## config.mk

```make
export PLATFORM = sky130hd
export DESIGN_NAME = seg_scan_ctrl
export DESIGN_NICKNAME = d
export VERILOG_FILES = /design/src/rtl/seg_scan_ctrl.sv
export SDC_FILE = /design/constraint.sdc
export NUM_CORES = 1
export LEC_CHECK = 0
export CAP_MARGIN = 20
export CORE_MARGIN = 2
export CORE_UTILIZATION = 45
export DETAILED_ROUTE_END_ITERATION = 12
export PLACE_DENSITY = 0.76
export SLEW_MARGIN = 10
export SYNTH_ARGS = -nofsm -noshare
export SYNTH_HDL_FRONTEND = slang
export SYNTH_SLANG_ARGS = --single-unit
```

## constraint.sdc

```tcl
create_clock -name sys_clk -period 4.3 [get_ports sys_clk]
set_input_delay 0.86 -clock sys_clk [delete_from_list [all_inputs] [get_ports sys_clk]]
set_output_delay 0.86 -clock sys_clk [all_outputs]
set_load 0.02 [all_outputs]
```

## src/rtl/seg_scan_ctrl.sv

```systemverilog
// Six-digit common-anode seven-segment scan controller. Frames arrive through a
// valid/ready handshake, are double-buffered, and are swapped in only at frame boundaries.
module seg_scan_ctrl #(
    parameter int DWELL_CYC = 50000,
    parameter int GUARD_CYC = 500
) (
    input  logic        sys_clk,
    input  logic        sys_rst_n,
    input  logic        upd_valid,
    output logic        upd_ready,
    input  logic [23:0] upd_data,
    input  logic [5:0]  upd_point,
    input  logic        upd_lzs,
    input  logic        disp_en,
    output logic [7:0]  seg_led,
    output logic [5:0]  seg_sel,
    output logic        frame_done
);

    localparam int MAX_CYC = (DWELL_CYC > GUARD_CYC) ? DWELL_CYC : GUARD_CYC;
    localparam int CW      = (MAX_CYC > 1) ? $clog2(MAX_CYC) : 1;
    localparam logic [CW-1:0] DWELL_LAST = CW'(DWELL_CYC - 1);
    localparam logic [CW-1:0] GUARD_LAST = (GUARD_CYC > 0) ? CW'(GUARD_CYC - 1) : '0;
    localparam logic [13:0]   BLANK      = {6'h3F, 8'hFF};

    typedef enum logic [1:0] {
        S_IDLE,
        S_GUARD,
        S_DWELL
    } state_t;

    state_t        state;
    logic [2:0]    idx;
    logic [CW-1:0] cnt;
    logic [23:0]   shd_data, act_data;
    logic [5:0]    shd_point, act_point;
    logic          shd_lzs, act_lzs;
    logic          pending;

    // Handshake: upd_valid/upd_ready both high at a rising edge moves the offered frame
    // into the shadow buffer; upd_ready stays low until that frame reaches the active buffer.
    logic        capture, boundary, transfer;
    logic        dwell_last, guard_last;
    logic [2:0]  idx_inc;
    logic [23:0] act_data_n;
    logic [5:0]  act_point_n;
    logic        act_lzs_n;

    assign dwell_last  = (cnt == DWELL_LAST);
    assign guard_last  = (cnt == GUARD_LAST);
    assign idx_inc     = (idx == 3'd5) ? 3'd0 : idx + 3'd1;
    assign capture     = upd_valid && upd_ready;
    assign boundary    = disp_en && (state == S_DWELL) && dwell_last && (idx == 3'd5);
    assign transfer    = pending && (boundary || (state == S_IDLE));
    // Lit outputs registered on a transfer edge must already reflect the incoming frame.
    assign act_data_n  = transfer ? shd_data  : act_data;
    assign act_point_n = transfer ? shd_point : act_point;
    assign act_lzs_n   = transfer ? shd_lzs   : act_lzs;

    function automatic logic [6:0] decode(input logic [3:0] v);
        logic [6:0] s;
        case (v)
            4'h0: s = 7'h40;
            4'h1: s = 7'h79;
            4'h2: s = 7'h24;
            4'h3: s = 7'h30;
            4'h4: s = 7'h19;
            4'h5: s = 7'h12;
            4'h6: s = 7'h02;
            4'h7: s = 7'h78;
            4'h8: s = 7'h00;
            4'h9: s = 7'h10;
            4'hA: s = 7'h08;
            4'hB: s = 7'h03;
            4'hC: s = 7'h46;
            4'hD: s = 7'h21;
            4'hE: s = 7'h06;
            default: s = 7'h0E;
        endcase
        return s;
    endfunction

    // Returns {seg_sel, seg_led} for digit i lit from the given frame.
    function automatic logic [13:0] drive(input logic [2:0] i, input logic [23:0] d,
                                          input logic [5:0] p, input logic z);
        logic [23:0] upper;
        logic [6:0]  seg;
        logic [5:0]  sel;
        upper = d >> {i, 2'b00};
        // A digit is a leading zero when it and every digit above it are zero.
        seg   = (z && (i != 3'd0) && (upper == 24'd0)) ? 7'h7F : decode(upper[3:0]);
        sel   = ~(6'b000001 << i);
        return {sel, ~p[i], seg};
    endfunction

    always_ff @(posedge sys_clk or negedge sys_rst_n) begin
        if (!sys_rst_n) begin
            pending   <= 1'b0;
            upd_ready <= 1'b1;
            shd_data  <= '0;
            shd_point <= '0;
            shd_lzs   <= 1'b0;
            act_data  <= '0;
            act_point <= '0;
            act_lzs   <= 1'b0;
        end else begin
            if (capture) begin
                shd_data  <= upd_data;
                shd_point <= upd_point;
                shd_lzs   <= upd_lzs;
                pending   <= 1'b1;
                upd_ready <= 1'b0;
            end else if (transfer) begin
                pending   <= 1'b0;
                upd_ready <= 1'b1;
            end
            act_data  <= act_data_n;
            act_point <= act_point_n;
            act_lzs   <= act_lzs_n;
        end
    end

    always_ff @(posedge sys_clk or negedge sys_rst_n) begin
        if (!sys_rst_n) begin
            state              <= S_IDLE;
            idx                <= 3'd0;
            cnt                <= '0;
            frame_done         <= 1'b0;
            {seg_sel, seg_led} <= BLANK;
        end else begin
            frame_done <= 1'b0;
            if (!disp_en) begin
                state              <= S_IDLE;
                idx                <= 3'd0;
                cnt                <= '0;
                {seg_sel, seg_led} <= BLANK;
            end else begin
                case (state)
                    S_IDLE: begin
                        idx <= 3'd0;
                        cnt <= '0;
                        if (GUARD_CYC == 0) begin
                            state              <= S_DWELL;
                            {seg_sel, seg_led} <= drive(3'd0, act_data_n, act_point_n, act_lzs_n);
                        end else begin
                            state              <= S_GUARD;
                            {seg_sel, seg_led} <= BLANK;
                        end
                    end
                    S_GUARD: begin
                        if (guard_last) begin
                            state              <= S_DWELL;
                            cnt                <= '0;
                            {seg_sel, seg_led} <= drive(idx, act_data_n, act_point_n, act_lzs_n);
                        end else begin
                            cnt <= cnt + 1'b1;
                        end
                    end
                    S_DWELL: begin
                        if (dwell_last) begin
                            cnt        <= '0;
                            idx        <= idx_inc;
                            frame_done <= (idx == 3'd5);
                            if (GUARD_CYC == 0) begin
                                {seg_sel, seg_led} <= drive(idx_inc, act_data_n, act_point_n, act_lzs_n);
                            end else begin
                                state              <= S_GUARD;
                                {seg_sel, seg_led} <= BLANK;
                            end
                        end else begin
                            cnt <= cnt + 1'b1;
                        end
                    end
                    default: begin
                        state              <= S_IDLE;
                        idx                <= 3'd0;
                        cnt                <= '0;
                        {seg_sel, seg_led} <= BLANK;
                    end
                endcase
            end
        end
    end

endmodule

```

==> impl_results.md <==
* Status: complete, no violations
* Worst setup startpoint: disp_en
* CTS resizes at 0
* Clk network pwr share at between 20% and 30%
* Final worst path period need at approximately 3.8 ns
* Final core utilization at a little under three fifths
* Pre-antenna DRT Iters at 4
* H-tree Lvls at 3
* VDD IR-drop max at between 0.0003 and 0.0004 V
* CP Capture Type: flop
* Total Wirelength at 10.94 mm
* Cells after Synth at approximately 450
* Combinational cell fraction of total power at 34.1%
* Placed Area at 5787 um^2
* Seq pwr share at 44.5%
* Post-synth cell types at between 60 and 70
* Reg-to-Reg End: seg_led[6]
* Leakage at 2.494 nW
* Slowest CP cell: mux4_1
* Crit path to: seg_led[6]
* Most frequent cells in the layout: 85 x dfrtp_1, 66 x mux2_2, 54 x nor2_1, 49 x clkdlybuf4s50_1, 20 x nand2_1
* PortBufs at 50
* Die W at 110.6 um
* Fillers at 923
* Worst r2r path cells at 11
* Worst-path cell chain: clkdlybuf4s50_1 -> and2_1 -> nand4_1 -> o21a_4 -> mux4_1 -> a22oi_1 -> and2_1 -> ha_1 -> nand2_1 -> o311a_1 -> a31oi_1
* CTS buffer count at 9
* Number of diodes at 0
* Initial antenna violation count at 0
* Post-CTS Setup Inserts at 0
* Ports at 51
* Post-route cell area at 6077 um^2
* Worst path most repeated cell: and2_1
* Final nets at ~540
* 1st-iter DRT viols at 272
* Post-CTS Hold Buffers at 0
* Clock transition at the registers of the reported paths at 0.07 ns
* Top_reg_cell synth: dfrtp_1
* CORE AREA at 10980 um^2
* Net Sw Power at 1.167 mW
* Clock Latency Late Sink at 0.35 ns
* Setup TNS at 0 ns
* Clk Tree Root Cell: clkbuf_16
* Vias per Instance at between 5 and 6
* Final setup viols at 0
* CTS tree: yes
* Sequential fraction of the synthesis area at between 40% and 50%
* Cell Int Power at 2.283 mW
* Rows at 38
* Global Route Usage Sum at 18.95%
* GR Overflow Total at 0
* CP Max Fanout at 21
* First-pass GRT wire length at 18.73 mm
* Layout Skew at just over 0.01 ns
* Crit-path max cell delay at 0.61 ns
* Clk buf depth at 2
* Fraction of layout instances using a drive strength above 1 at between 20% and 30%
* Area Overhead vs Synth at 18.75%
* Cell taking the most area after synthesis: dfrtp_1
* Syn Nets at just under 500
* Synth area leaders: dfrtp_1 42%, mux2_2 15%, dfstp_2 7.7%, nor2_1 4.0%, ha_1 2.4%
* Vias in the first global route at 3757
* Largest net degree at the start of global routing at 85
* Reg-to-Reg Start: cnt[0]
* Post-synth EDFFs at 0
* Post-Syn Area at 5117 um^2
* Commonest non-fill, non-tap cell in the layout: dfrtp_1
* Period utilization at between 80% and 90%
* Startpoint type of the worst setup path: primary input
* Max Slew Vio Count at 0
* Number of synthesis warnings at 0
* Slew headroom at 34.22%
* Clock Sinks at 100
* Max frequency at 261.4 MHz
* Worst hold path type: primary input to async pin
* Max cap viols at 0
* Pwr dens at 567.8 nW/um^2
* Die area at 12240 um^2
* Die Height at 110.6 um
* Top cell type's share of synthesized area at 41.56%
* Pre-CTS WS at 0.1409 ns
* # DRC at 0
* DR WL/cell at 17.02 um
* Syn Area/Cell at 11.50 um^2
* Post-DP HPWL at 7.929 mm
* RSZ-0062 raised after global routing: no
* Critical path class: primary input to flop
* Initial Util at between 40% and 50%
* Vias at 3642
* Final WS setup at 0.4748 ns
* WP data required at 4.57 ns
* R2R setup slack at 0.72 ns
* Switch share at 33.83%
* Register bit count reported by yosys at 100
* Hold violation total from the final report at 0
* Measured slew at the worst slew-check pin at roughly 0.98 ns
* Crit path arrival time at about 4 ns
* DRT antenna net count at 0
* FFs w/ async S/R, synth at 100.0%
* GPL Wtd Cong at 0.8995
power by group through the flow:
stage | combinational [mW] | clock (mW) | sequential [mW]
global route | 1.30 | 0.791 | 1.58
global placement | 1.14 | 0 | 1.53
floorplan | 0.932 | 0 | 1.42
CTS | 1.18 | 0.754 | 1.53
detailed placement | 1.17 | 0 | 1.55
finish | 1.18 | 0.738 | 1.54
flip-flops by register name (all words and copies together) (netlist names), 2 cells and up:
signal,cells
cnt,16
idx,3
state,2
act_point,6
seg_sel,6
shd_data,24
shd_point,6
act_data,24
seg_led,8
cells in the mapped netlist (10+ instances only):
cell and count:
ha_1 10, mux2i_1 11, dfstp_2 15, a31oi_1 11, mux2_2 66, nor2_1 54
clkbuf_1 11, nand3_1 16, nand2_1 20, dfrtp_1 85, a21oi_1 12
critical path: cells and delay by family:
kind,cells,cell delay [ns]
AO/OA/AOI/OAI,4,1.19
AND/OR/NAND/NOR,4,0.69
adder cells (fa/ha/maj),1,0.25
buffers and inverters,1,0.49
multiplexers,1,0.61
worst min-delay path by stage:
stage / end / startpoint
3_5_place_dp: cnt[0] / cnt[0]
6_report: shd_point[0] / sys_rst_n
4_1_cts: cnt[0] / cnt[0]
2_1_floorplan: cnt[0] / cnt[0]
5_1_grt: shd_data[18] / sys_rst_n
3_3_place_gp: act_point[3] / act_point[3]
through the flow:
stage	hold slack, ns	instances	power, mW
floorplan	0.4547	445	2.357
global placement	0.4802	626	2.672
detailed placement	0.4785	626	2.716
CTS	0.4932	642	3.465
global route	0.4921	643	3.675
finish	0.4615	643	3.451
area by class of cell:
class                      count  area, um^2  share of cell area, %
multi-input combinational    315        2472                  40.68
clock inverter                 4       26.28                 0.4324
timing repair buffer          62       608.1                  10.01
tap                          140       175.2                  2.882
sequential                   100        2521                  41.49
clock buffer                  12       236.5                  3.891
inverter                      10       37.54                 0.6177
cells by family after synthesis:
logic type      count (synthesis)  share of synthesized area (%)
xor+xnor                       15                          2.567
simple gates                  145                          14.62
flops                         100                          49.27
compound gates                 60                          8.265
buf+inv                        30                          2.420
fa+ha+maj                      10                          2.445
mux                            85                          20.42
routing by layer:
| metal | track usage (%) | share of wire, % | wire [um] | up-vias |
|---|---|---|---|---|
| met5 | 0 | 0 | 0 | - |
| met4 | 6.167 | 1.5 | 167 | 0 |
| met3 | 4.501 | 4.3 | 465 | 14 |
| met2 | 31.21 | 48 | 5288 | 80 |
| met1 | 24.77 | 46 | 5018 | 1813 |
| li1 | - | - | - | 1735 |
Power figures use the tool's default switching activity.
